`src/rtl/seg7_scan_monitor_if.sv`:
```
// seg7_scan_monitor_if: scanned display bus in, reassembled frame and error pulses out.
interface seg7_scan_monitor_if #(parameter int CNT_W = 8);
   logic [3:0]       an_n;
   logic [7:0]       seg;
   logic [15:0]      digits;
   logic [3:0]       signs;
   logic             frame_valid;
   logic             seg_err;
   logic             seq_err;
   logic [CNT_W-1:0] frame_count;
   modport master (output an_n, seg, input digits, signs, frame_valid, seg_err, seq_err, frame_count);
   modport slave (input an_n, seg, output digits, signs, frame_valid, seg_err, seq_err, frame_count);
endinterface

```
`src/rtl/seg7_scan_monitor.sv`:
```
// seg7_scan_monitor: debounces the scanned 7-segment bus, decodes digits and reassembles d3..d0 frames.
module seg7_scan_monitor #(
   parameter int STABLE_CYCLES = 4,
   parameter int CNT_W = 8
) (
   input logic clk,
   input logic reset,
   seg7_scan_monitor_if.slave bus
);
   typedef enum logic [1:0] {W0, W1, W2, W3} state_t;
   localparam logic [7:0] S = 8'(STABLE_CYCLES);
   logic [11:0]       in_q, in_d;
   logic [7:0]        run_q, run_d;
   logic              acc_q, acc_d;
   state_t            state_q, state_d;
   logic              frame_bad_q, frame_bad_d;
   logic [3:0][4:0]   sh_q, sh_d;
   logic [15:0]       digits_q, digits_d;
   logic [3:0]        signs_q, signs_d;
   logic [CNT_W-1:0]  cnt_q, cnt_d;
   logic              fv_q, fv_d, se_q, se_d, sq_q, sq_d;
   logic [3:0]        an, nib;
   logic [1:0]        dig;
   logic              bad, legal;
   always_comb begin
      nib = 4'h0;
      bad = 1'b0;
      case (in_q[6:0])
         7'b0000001: nib = 4'h0;
         7'b1001111: nib = 4'h1;
         7'b0010010: nib = 4'h2;
         7'b0000110: nib = 4'h3;
         7'b1001100: nib = 4'h4;
         7'b0100100: nib = 4'h5;
         7'b0100000: nib = 4'h6;
         7'b0001111: nib = 4'h7;
         7'b0000000: nib = 4'h8;
         7'b0001100: nib = 4'h9;
         7'b0001000: nib = 4'hA;
         7'b1100000: nib = 4'hB;
         7'b0110001: nib = 4'hC;
         7'b1000010: nib = 4'hD;
         7'b0110000: nib = 4'hE;
         7'b0111000: nib = 4'hF;
         default:    bad = 1'b1;
      endcase
   end
   assign an    = in_q[11:8];
   assign legal = (an == 4'b0111) || (an == 4'b1011) || (an == 4'b1101) || (an == 4'b1110);
   assign dig   = (an == 4'b0111) ? 2'd3 : (an == 4'b1011) ? 2'd2 : (an == 4'b1101) ? 2'd1 : 2'd0;
   always_comb begin
      in_d        = {bus.an_n, bus.seg};
      run_d       = (in_d != in_q) ? 8'd1 : (run_q == S) ? S : run_q + 8'd1;
      acc_d       = (run_d == S) && (run_q != S);
      state_d     = state_q;
      frame_bad_d = frame_bad_q;
      sh_d        = sh_q;
      digits_d    = digits_q;
      signs_d     = signs_q;
      cnt_d       = cnt_q;
      fv_d        = 1'b0;
      se_d        = 1'b0;
      sq_d        = 1'b0;
      // acc_q marks the run held in in_q as accepted; act on it this edge
      if (acc_q && an != 4'hF) begin
         if (!legal) begin
            sq_d        = 1'b1;
            state_d     = W3;
            frame_bad_d = 1'b0;
         end else begin
            se_d      = bad;
            sh_d[dig] = {~in_q[7], nib};
            if (dig == 2'(state_q)) begin
               frame_bad_d = frame_bad_q | bad;
               state_d     = (state_q == W0) ? W3 : state_t'(2'(state_q) - 2'd1);
               if (state_q == W0) begin
                  frame_bad_d = 1'b0;
                  if (!(frame_bad_q | bad)) begin
                     digits_d = {sh_q[3][3:0], sh_q[2][3:0], sh_q[1][3:0], nib};
                     signs_d  = {sh_q[3][4], sh_q[2][4], sh_q[1][4], ~in_q[7]};
                     cnt_d    = cnt_q + CNT_W'(1);
                     fv_d     = 1'b1;
                  end
               end
            end else begin
               sq_d        = 1'b1;
               state_d     = (dig == 2'd3) ? W2 : W3;
               frame_bad_d = (dig == 2'd3) ? bad : 1'b0;
            end
         end
      end
   end
   always_ff @(posedge clk or posedge reset) begin
      if (reset) begin
         in_q        <= 12'hFFF;
         run_q       <= '0;
         acc_q       <= 1'b0;
         state_q     <= W3;
         frame_bad_q <= 1'b0;
         sh_q        <= '0;
         digits_q    <= '0;
         signs_q     <= '0;
         cnt_q       <= '0;
         fv_q        <= 1'b0;
         se_q        <= 1'b0;
         sq_q        <= 1'b0;
      end else begin
         in_q        <= in_d;
         run_q       <= run_d;
         acc_q       <= acc_d;
         state_q     <= state_d;
         frame_bad_q <= frame_bad_d;
         sh_q        <= sh_d;
         digits_q    <= digits_d;
         signs_q     <= signs_d;
         cnt_q       <= cnt_d;
         fv_q        <= fv_d;
         se_q        <= se_d;
         sq_q        <= sq_d;
      end
   end
   assign bus.digits      = digits_q;
   assign bus.signs       = signs_q;
   assign bus.frame_count = cnt_q;
   assign bus.frame_valid = fv_q;
   assign bus.seg_err     = se_q;
   assign bus.seq_err     = sq_q;
endmodule
```
`src/flat_wrapper.sv`:
```
// flat-port wrapper written by rule: the top's interface ports become plain ports
module seg7_scan_monitor_flat 
#(
   parameter int STABLE_CYCLES = 4,
   parameter int CNT_W = 8
)
  (clk, reset, bus_an_n, bus_seg, bus_digits, bus_signs, bus_frame_valid, bus_seg_err, bus_seq_err, bus_frame_count);
  seg7_scan_monitor_if #(.CNT_W(CNT_W)) bus_i ();
  input logic clk;
  input logic reset;
  input wire logic [$bits(bus_i.an_n)-1:0] bus_an_n;
  input wire logic [$bits(bus_i.seg)-1:0] bus_seg;
  output wire logic [$bits(bus_i.digits)-1:0] bus_digits;
  output wire logic [$bits(bus_i.signs)-1:0] bus_signs;
  output wire logic [$bits(bus_i.frame_valid)-1:0] bus_frame_valid;
  output wire logic [$bits(bus_i.seg_err)-1:0] bus_seg_err;
  output wire logic [$bits(bus_i.seq_err)-1:0] bus_seq_err;
  output wire logic [$bits(bus_i.frame_count)-1:0] bus_frame_count;
  assign bus_i.an_n = bus_an_n;
  assign bus_i.seg = bus_seg;
  assign bus_digits = bus_i.digits;
  assign bus_signs = bus_i.signs;
  assign bus_frame_valid = bus_i.frame_valid;
  assign bus_seg_err = bus_i.seg_err;
  assign bus_seq_err = bus_i.seq_err;
  assign bus_frame_count = bus_i.frame_count;
  seg7_scan_monitor #(.STABLE_CYCLES(STABLE_CYCLES), .CNT_W(CNT_W)) u_core (.clk(clk), .reset(reset), .bus(bus_i));
endmodule
```
`config.mk`:
```
export PLATFORM = sky130hd
export DESIGN_NAME = seg7_scan_monitor_flat
export DESIGN_NICKNAME = d
export VERILOG_FILES = /design/src/rtl/seg7_scan_monitor_if.sv /design/src/rtl/seg7_scan_monitor.sv /design/src/flat_wrapper.sv
export SDC_FILE = /design/constraint.sdc
export NUM_CORES = 1
export LEC_CHECK = 0
export BUFFER_PORTS_ARGS = -buffer_cell sky130_fd_sc_hd__buf_2
export CORE_AREA = 4 4 106 108
export DETAILED_ROUTE_END_ITERATION = 8
export DIE_AREA = 0 0 110 112
export GPL_TIMING_DRIVEN = 0
export PLACE_DENSITY_LB_ADDON = 0.15
export SETUP_SLACK_MARGIN = 0.05
export SYNTH_ARGS = -nofsm -noshare
export SYNTH_HDL_FRONTEND = slang
export SYNTH_SLANG_ARGS = --single-unit
```
`constraint.sdc`:
```
create_clock -name clk -period 7 [get_ports clk]
set_input_delay 0.35 -clock clk [delete_from_list [all_inputs] [get_ports clk]]
set_output_delay 0.35 -clock clk [all_outputs]
set_load 0.01 [all_outputs]
```
# After elaboration in Yosys (flattened, before gate mapping)
# Cells that the tools add are included.
[totals]
reg_bits = 75
output_inout_bits = 31
[op_classes]
addsub = 3
n_lt_le_gt_ge = 2
eq_ne = 26
n_mux = 28
bitwise_logic = 3
n_reduce_logical = 11
[op_table]
columns = ["cell", "count"]
rows = [
  ["one-hot mux 4 bit (15 select lines)", 1],
  ["equality test 7 x 6 -> 1 bit, second input constant", 5],
  ["equality test 7 bit, second input constant", 4],
  ["equality test 7 x 4 -> 1 bit, second input constant", 3],
  ["bitwise mux 20 bit", 1],
  ["2-to-1 mux 1 bit", 17],
  ["adder 8 x 1 -> 8 bit, second input constant", 2],
  ["equality test 8 x 3 -> 1 bit, second input constant", 2],
  ["2-to-1 mux 8 bit", 2],
  ["OR reduction 16 bit", 1],
  ["equality test 4 bit, second input constant", 3],
  ["!= test 12 bit", 1],
  ["demux 5 bit (select 2 bit)", 1],
  ["2-to-1 mux 2 bit", 5],
  ["!= test 8 x 3 -> 1 bit, second input constant", 1],
  ["equality test 7 x 1 -> 1 bit, second input constant", 1],
  ["equality test 7 x 3 -> 1 bit, second input constant", 1],
  ["equality test 7 x 5 -> 1 bit, second input constant", 1],
  ["zero test 7 bit", 1],
  ["2-to-1 mux 5 bit", 1],
  ["AND reduction 5 bit", 1],
  ["equality test 4 x 3 -> 1 bit, second input constant", 1],
  ["!= test 4 bit, second input constant", 1],
  ["logical AND 1 bit", 3],
  ["other kinds (10)", 13],
]

# Logic depth before layout (Yosys ltp)
# Gate-level depths: netlist of the first run.
[logic_depth]
ltp_word = 9
ltp_mapped = 8
mapped_depth_nobuf = 6

# Worst setup path before layout of the first run
# OpenSTA, ideal clock, no wires.
[synth_timing]
path_kind = "register to register"
start = "reg u_core.in_q[0]"
end = "reg u_core.digits_q[10] (netlist: u_core.bus.digits[10])"
setup_ps = 125
arrival_time_ps = 2210
required_ps = 6875
setup_slack_ps = 4665
path_stages_with_launch = 9
n_path_buf = 2
period_less_slack_ps = 2335
path_cell_list = "dfstp_2 buf_6 and4b_1 a41oi_1 nor2_1 a211oi_4 a2111oi_4 buf_6 mux2_4"
[synth_via]
elab_chain_len = 6
elab_cells_between_ends = 21
[synth_rtl]
columns = ["item", "line_no", "source"]
rows = [
  ["start: declaration", "seg7_scan_monitor.sv:12", "logic [11:0] in_q, in_d;"],
  ["start signal: assignment", "seg7_scan_monitor.sv:108", "in_q <= in_d;"],
  ["equality test 7 x 1 -> 1 bit (tied with other cells)", "seg7_scan_monitor.sv:28", "case (in_q[6:0])"],
  ["OR reduction 16 bit (no source line) *", "-", ""],
  ["2-to-1 mux 1 bit *", "seg7_scan_monitor.sv:28", ""],
  ["bitwise OR 1 bit *", "seg7_scan_monitor.sv:78", "if (!(frame_bad_q | bad)) begin"],
  ["NOT 1 bit (no source line) *", "-", ""],
  ["AND reduction 5 bit (no source line) *", "-", ""],
  ["end signal: assignment", "seg7_scan_monitor.sv:114", "digits_q <= digits_d;"],
  ["end: declaration", "seg7_scan_monitor.sv:18", "logic [15:0] digits_q, digits_d;"],
]
# Mark *: on every way between the ends. The rest lies on a longest branch, timed or not.
# A chain may end at the register's enable or synchronous reset.

# Worst setup path after layout of the first run
[layout_timing]
start = "reg u_core.in_q[1]"
end = "reg u_core.digits_q[11] (netlist: u_core.bus.digits[11])"
# The elaborated chain is that of the path after synthesis.

==> results of run 1 <==
==> power groups by stage <==
stage | Clock [W] | Sequential, W | Combinational [W]
after global routing | 0.000349 | 0.000415 | 0.0000588
final | 0.000316 | 0.000414 | 0.0000524
after global placement | 0 | 0.000422 | 0.0000521
after floorplan | 0 | 0.000421 | 0.0000373
after detailed placement | 0 | 0.000422 | 0.0000531
after CTS | 0.000330 | 0.000414 | 0.0000534
==> cell type report <==
cell class                      count  area, um^2
Clock inverter                      7        63.8
Inverter                           15        58.8
Buffer                             17         121
Sequential cell                    70        1770
Tap cell                          136         170
Multi-Input combinational cell    216        1610
Timing Repair Buffer               44         220
Clock buffer                        9         124
Fill cell                        1019        6090
==> stage by stage <==
stage / util [%] / total power [W] / hold WS, ps
2_1_floorplan: - / 0.000458 / 354
3_3_place_gp: 38.6 / 0.000474 / 462
3_5_place_dp: 38.6 / 0.000475 / 464
4_1_cts: 40.4 / 0.000797 / 84.4
5_1_grt: 40.4 / 0.000823 / 77.6
6_report: 40.4 / 0.000782 / 97.8
==> worst register-to-register path: cells and delay by family (launching register included) <==
| kind | cells | cell delay (ps) |
|---|---|---|
| flops | 1 | 580 |
| simple gates | 3 | 470 |
| mux | 1 | 320 |
| buf+inv | 2 | 440 |
| compound gates | 2 | 690 |
==> layer usage <==
| metal | vias to the layer above | share of wire (%) |
|---|---|---|
| met2 | 58 | 45 |
| met3 | 8 | 5.4 |
| met1 | 1200 | 48 |
| met4 | 0 | 1.3 |
| li1 | 1247 | - |
| met5 | - | 0 |
==> cells by family after synthesis <==
kind of cell    after synthesis
compound gates               54
xor+xnor                     29
fa+ha+maj                     4
buf+inv                      32
flops                        70
mux                          25
simple gates                104
==> cells in the mapped netlist (2+ instances only) <==
cell / number
nand4_1: 7
xor2_1: 27
mux2_4: 16
ha_1: 4
o211ai_1: 2
a21oi_1: 11
dfstp_2: 14
a211oi_1: 2
nand3_1: 10
o21ai_0: 11
nor2_2: 2
a21o_1: 2
nor2b_1: 2
a22oi_1: 2
buf_2: 4
nor4_1: 6
nor3b_1: 3
xnor2_1: 2
and3b_1: 2
and4b_1: 3
buf_6: 5
a31oi_1: 4
inv_1: 15
or2_2: 2
a2111oi_2: 4
mux2_2: 5
a2111oi_0: 3
clkbuf_1: 3
nor3_1: 8
mux2i_1: 4
dfrtp_1: 56
nor2_1: 21
and3_1: 2
nand2_1: 26
buf_4: 4
nand2b_1: 2
==> flip-flops by register name, indices dropped and copies added (netlist names) <==
name,cells
u_core.bus.seg_err,1
u_core.state_q,2
u_core.frame_bad_q,1
u_core.in_q,12
u_core.acc_q,1
u_core.bus.seq_err,1
u_core.bus.digits,16
u_core.sh_q,15
u_core.bus.signs,4
u_core.bus.frame_valid,1
u_core.run_q,8
u_core.bus.frame_count,8
==> how the worst max path moves through the flow <==
| stage | endpoint | slack [ps] | cells after the start | startpoint |
|---|---|---|---|---|
| after floorplan | u_core.bus.digits[10]$_DFFE_PP0P_ | 4670 | 8 | u_core.in_q[0]$_DFF_PP1_ |
| after global routing | u_core.bus.digits[4]$_DFFE_PP0P_ | 4170 | 8 | u_core.in_q[1]$_DFF_PP1_ |
| after CTS | u_core.bus.digits[4]$_DFFE_PP0P_ | 4370 | 8 | u_core.in_q[1]$_DFF_PP1_ |
| after global placement | u_core.bus.digits[13]$_DFFE_PP0P_ | 3970 | 2 | reset |
| final | u_core.bus.digits[11]$_DFFE_PP0P_ | 4390 | 8 | u_core.in_q[1]$_DFF_PP1_ |
| after detailed placement | u_core.bus.signs[1]$_DFFE_PP0P_ | 4400 | 8 | u_core.in_q[1]$_DFF_PP1_ |
==> reports/metrics.cfg, run 1 <==
[cts]
cts_tree=built
htreeDepth=3
numCtsBuffers=9
cts_resized=0
cts_hold_buffers=0
clk_latency_ps=360
clk_pin_slew_ps=80
cts_sinks=70
cts_max_path_buffers=2
clock_tree.root_cell=clkbuf_8
post-cts-setup-buffers=0

[finish]
final_common_cell=dfrtp_1
layout-drive-gt1-share_pct=32.5
area_growth_syn_to_layout_pct=16.3
final_cell_mix=dfrtp_1, buf_2, xor2_1
stdcell_area_um2=4140
final_cells=514
antenna_cells=0
layout.nets=391

[global_route]
antenna_found_initial=0
grtUsageMet1_pct=18.2
grtUsageMet2_pct=20.3
grt_max_degree=71
grt_pass1_wl_um=12900
grt_pass1_vias=2618
busiest_layer=met2
gr-usage-met3_pct=4.06
grt-ovfl-total=0
grtUsageTotal_pct=13.3

[detailed_routing]
route.detailed.vias_per_inst=4.89
routed_wl_um=7540
num_vias=2513
drc=0
drt_pass1_iterations=5
postRouteAntennaNets=0
avgRoutedWirePerCell_um=14.7
dr.first_iter.drc_count=70

[sta]
fmax_mhz=383
period_share_pct=37.3
layout_min_cycle_time_ps=2610
hold_viol=0
finClkSkew_ps=11.6
relSlewSlack_pct=27.2
setup_viol=0
slew_violations=0
worstMarginPinSlew_ps=1090
rsz0062_at_grt=false
setup_slack_ps=4390
fin_tns_setup_ps=0

[setup_path]
crit_buf_inv=2
timing.rr.end=u_core.bus.digits[11]$_DFFE_PP0P_
cp_slowest_stage_delay_ps=580
ff2ff_setup_slack_ps=4390
critPathLaunchType=flop
crit_path_max_fanout=10
crit_chain=buf_4 > nor2b_1 > nand3_1 > a21oi_1 > nor3_1 > a2111oi_4 > buf_6 > mux2_4
worstPathRequired_ps=7250
crit_slowest_cell=dfstp_2
path_delay_family=compound AO/OA/AOI/OAI gates
worstPathArrival_ps=2860
crit-reg2reg-launch=u_core.in_q[1]$_DFF_PP1_
worstSetupPathType=flop to flop
end_kind=flop
rr_worst_depth=8

[placement]
postPlaceCellArea_um2=3950
numPortBuffers=44
dpl.hpwl_um=5340
place_inst=498
gp_congestion=0.814
dp_slack_ps=4400

[pwr]
seq_power_share_pct=52.9
p_leak_nw=1.94
p_clk_share_pct=40.4
irDropWorstVdd_uv=88.2
p_sw_w=0.000217
powerDensity_nw_per_um2=189
combPwrFrac_pct=6.7
switching_share_pct=27.8
p_int_w=0.000565

[logic_synthesis]
synth_edf_count=0
yosys.area_share.simple_pct=15.4
yosys.area_share.adder_pct=1.41
synthTopCellsByArea=dfrtp_1, dfstp_2, mux2_4, xor2_1, nand2_1
synth_top_family_by_area=simple AND/OR/NAND/NOR gates
yosys.cell_types.count=58
synth_ff_type=dfrtp_1
async_flop_share_pct=100
synth.top_cell.area_share_pct=39.4
synth_compound_area_share_pct=11.8
yosysTopAreaCell=dfrtp_1
synth_cells=318
synth-xor-area-share_pct=7.14
synth_mux_area_share_pct=9.46
synth_area_per_cell_um2=11.2
synth-seq-cells=70
synthesis.area_um2=3560
synth-seq-area-share_pct=49.7
ys_warn_count=0
synth.net_count=336

[min_path]
whs_path_depth=1
hold_start=bus_seg[0]
hold_class=input pin to flop
holdPathEnd=u_core.in_q[0]$_DFF_PP1_

[floorplanning]
die_x_um=110
initial_core_util_pct=34.8
ioPinCount=45
coreArea_um2=10200
fp-row-count=37
die_area_um2=12300
die_h_um=112

[run_status]
status=completed

[flow_run]
cap_violations=0

Note: power is estimated with default switching activity, not from simulation.
==> run 2, diff against run 1 <==
Settings changed: ABC_AREA set to 1, CORE_AREA 4 4 106 108 to 4 4 107 109, DIE_AREA 0 0 110 112 to 0 0 111 113.
Clock period 7 ns to 2.54 ns, I/O delays scaled along.
==> reports/metrics.cfg, run 2 <==
[run_status]
status=completed

[setup_path]
crit_path_max_fanout=7  ; -3
critPathLaunchType=flop
worstPathArrival_ps=2440  ; -420 ps
end_kind=flop
worstPathRequired_ps=2830  ; -4420 ps
rr_worst_depth=11  ; +3
worstSetupPathType=flop to flop

[logic_synthesis]
synth.net_count=477  ; +42%
synth-seq-cells=70  ; unchanged
yosys.cell_types.count=38  ; -34%
synth_ff_type=dfrtp_1
synth_cells=459  ; +44%
synthesis.area_um2=3610  ; +1.5%
yosysTopAreaCell=dfrtp_1
async_flop_share_pct=100  ; unchanged
ys_warn_count=0  ; unchanged
synth_edf_count=0  ; unchanged
synth_area_per_cell_um2=7.86  ; -30%
synth.top_cell.area_share_pct=38.8  ; -0.57 points
synth_common_cells=nand2_1, nor2_1, dfrtp_1
synth.most_common_cell=nand2_1
synth-seq-area-share_pct=49.0  ; -0.72 points
synthTopCellsByArea=dfrtp_1, nand2_1, dfstp_2, nor2_1, inv_1

[global_route]
grt_pass1_vias=2867  ; +9.5%
grt-ovfl-total=0  ; unchanged
grtUsageTotal_pct=13.1  ; -0.20 points
antenna_found_initial=0  ; unchanged
grt_pass1_wl_um=13500  ; +4.9%
grt_max_degree=63  ; -11%

[pwr]
p_sw_w=0.000569  ; +160%
seq_power_share_pct=51.1  ; -1.8 points
switching_share_pct=25.3  ; -2.5 points
irDropWorstVdd_uv=285  ; +220%
powerDensity_nw_per_um2=513  ; +170%
p_int_w=0.00168  ; +200%
power_w=0.00224  ; +190%
p_clk_share_pct=41.9  ; +1.5 points
p_leak_nw=2.33  ; +20%
combPwrFrac_pct=6.9  ; +0.2 points

[finish]
multi_input_area_um2=1530  ; -5.1%
final_cell_mix=nand2_1, nor2_1, dfrtp_1
area_growth_syn_to_layout_pct=21.1
seqCellArea_um2=1770  ; unchanged
antenna_cells=0  ; unchanged
largest_register_ffs=16  ; unchanged
stdcell_area_um2=4370  ; +5.7%
layout-drive-gt1-share_pct=20.8  ; -12 points
final_common_cell=nand2_1
fillers=1118  ; +9.7%
layout.nets=546  ; +40%

[flow_run]
cap_violations=0  ; unchanged

[sta]
worstMarginPinSlew_ps=429  ; -661 ps
setup_viol=0  ; unchanged
period_share_pct=84.8  ; +48 points
finClkSkew_ps=7.51  ; -4.07 ps
fmax_mhz=464  ; +21%
hold_viol=0  ; unchanged
timing.hold.ws_ps=420  ; +322 ps
fin_tns_setup_ps=0  ; unchanged
layout_min_cycle_time_ps=2150  ; -458 ps
relSlewSlack_pct=71.3  ; +44 points
setup_slack_ps=385  ; -4000 ps
rsz0062_at_grt=false
slew_violations=0  ; unchanged

[placement]
postPlaceCellArea_um2=4040  ; +2.2%
dpl.hpwl_um=5720  ; +7.0%
numPortBuffers=44  ; unchanged
dp_slack_ps=418  ; -3980 ps
gp_congestion=0.832  ; +2.2%

[cts]
htreeDepth=3  ; unchanged
cts_resized=0  ; unchanged
cts_hold_buffers=13  ; +13
clk_pin_slew_ps=80  ; about the same
cts_tree=built
cts_sinks=70  ; unchanged
clock_tree.root_cell=clkbuf_8
clk_latency_ps=340  ; -20 ps
post-cts-setup-buffers=0  ; unchanged
numCtsBuffers=9  ; unchanged
cts_max_path_buffers=2  ; unchanged

[detailed_routing]
wl_met3_um=354  ; -14%
routed_wl_um=7830  ; +3.8%
avgRoutedWirePerCell_um=11.6  ; -21%
dr.first_iter.drc_count=159  ; +130%
wl_met1_um=3910  ; +8.3%
top_layer=met4
route.detailed.vias_per_inst=4.41  ; -9.7%
wl_met2_um=3450  ; +0.97%
num_vias=2970  ; +18%
drt_pass1_iterations=4  ; -1
postRouteAntennaNets=0  ; unchanged
drc=0  ; unchanged

[floorplanning]
die_h_um=113  ; +0.89%
ioPinCount=45  ; unchanged
coreArea_um2=10600  ; +3.6%
fp-row-count=38  ; +2.7%
die_area_um2=12500  ; +1.8%
initial_core_util_pct=34.0  ; -0.72 points
die_x_um=111  ; +0.91%

[min_path]
hold_class=input pin to asynchronous set/reset pin

==> run 2: changes by cell type after synthesis, moves of 11 or more <==
cell	before	now
nand2_1	26	150
nor2_1	21	59
inv_1	15	49
xor2_1	27	4
mux2_4	16	0
nand3_1	10	25
inv_2	0	12
o21ai_0	11	22
==> run 2: cell families (layout without fill, tap and decap cells) <==
kind of cell	count (synthesis)	in the layout	synth area share (%)
AOI/OAI and AO/OA	37	37	5.58
DFF	70	70	49.0
buffers and inverters	70	144	8.63
and+or+nand+nor	264	264	31.8
xor gates and xnor gates	14	14	3.60
adders and majority gates	4	4	1.39
==> run 2: layout make-up <==
cell class | count | share of cell area (%)
repair buffers | 58 | 8.64
clock inverters | 6 | 1.57
clock buffers | 10 | 3.15
flip-flops and latches | 70 | 40.5
plain buffers | 7 | 1.60
well taps | 140 | 4.01
inverters | 63 | 5.58
multi-input cells | 319 | 35.0
==> run 2: through the flow <==
stage | utilization, % | cells
CTS | 41.2 | 673
finish | 41.2 | 673
detailed placement | 38.1 | 644
global placement | 37.8 | 643
global route | 41.2 | 673
floorplan | - | 459
==> run 2: power groups by stage <==
stage,registers [W],logic [W],clock network [W]
floorplan,0.00117,0.0000967,0
global placement,0.00117,0.000135,0
detailed placement,0.00117,0.000143,0
CTS,0.00115,0.000158,0.000978
global route,0.00115,0.000179,0.00103
finish,0.00115,0.000155,0.000942
==> run 2: per-layer routing <==
| layer | vias up | GRT usage (%) |
|---|---|---|
| li1 | 1572 | - |
| met1 | 1330 | 17.9 |
| met2 | 57 | 20.6 |
| met3 | 11 | 3.53 |
| met4 | 0 | 3.94 |
| met5 | - | 0 |
==> run 2: worst max-delay path, cell delays in order (launching register included) <==
cell and delay, ps:
dfstp_2 510, buf_2 170, inv_1 80, nand2_1 210, nor2_1 80, nor2_1 130
nand2_1 70, nor2_1 260, nand2_1 210, o21ai_0 240, nand2_1 80, nand2_1 60
==> run 2: final timing paths <==
check | end | start | slack (ps)
worst min register to register | u_core.bus.digits[12]$_DFFE_PP0P_ | u_core.sh_q[15]$_DFFE_PP0P_ | 480
worst min-delay path | u_core.in_q[7]$_DFF_PP1_ | reset | 420
worst max-delay path | u_core.frame_bad_q$_DFFE_PP0P_ | u_core.in_q[6]$_DFF_PP1_ | 390
max in group asynchronous | u_core.state_q[0]$_DFFE_PP1P_ | reset | 1760
worst max register to register | u_core.frame_bad_q$_DFFE_PP0P_ | u_core.in_q[6]$_DFF_PP1_ | 390
min in group clk | u_core.in_q[9]$_DFF_PP1_ | bus_an_n[1] | 450
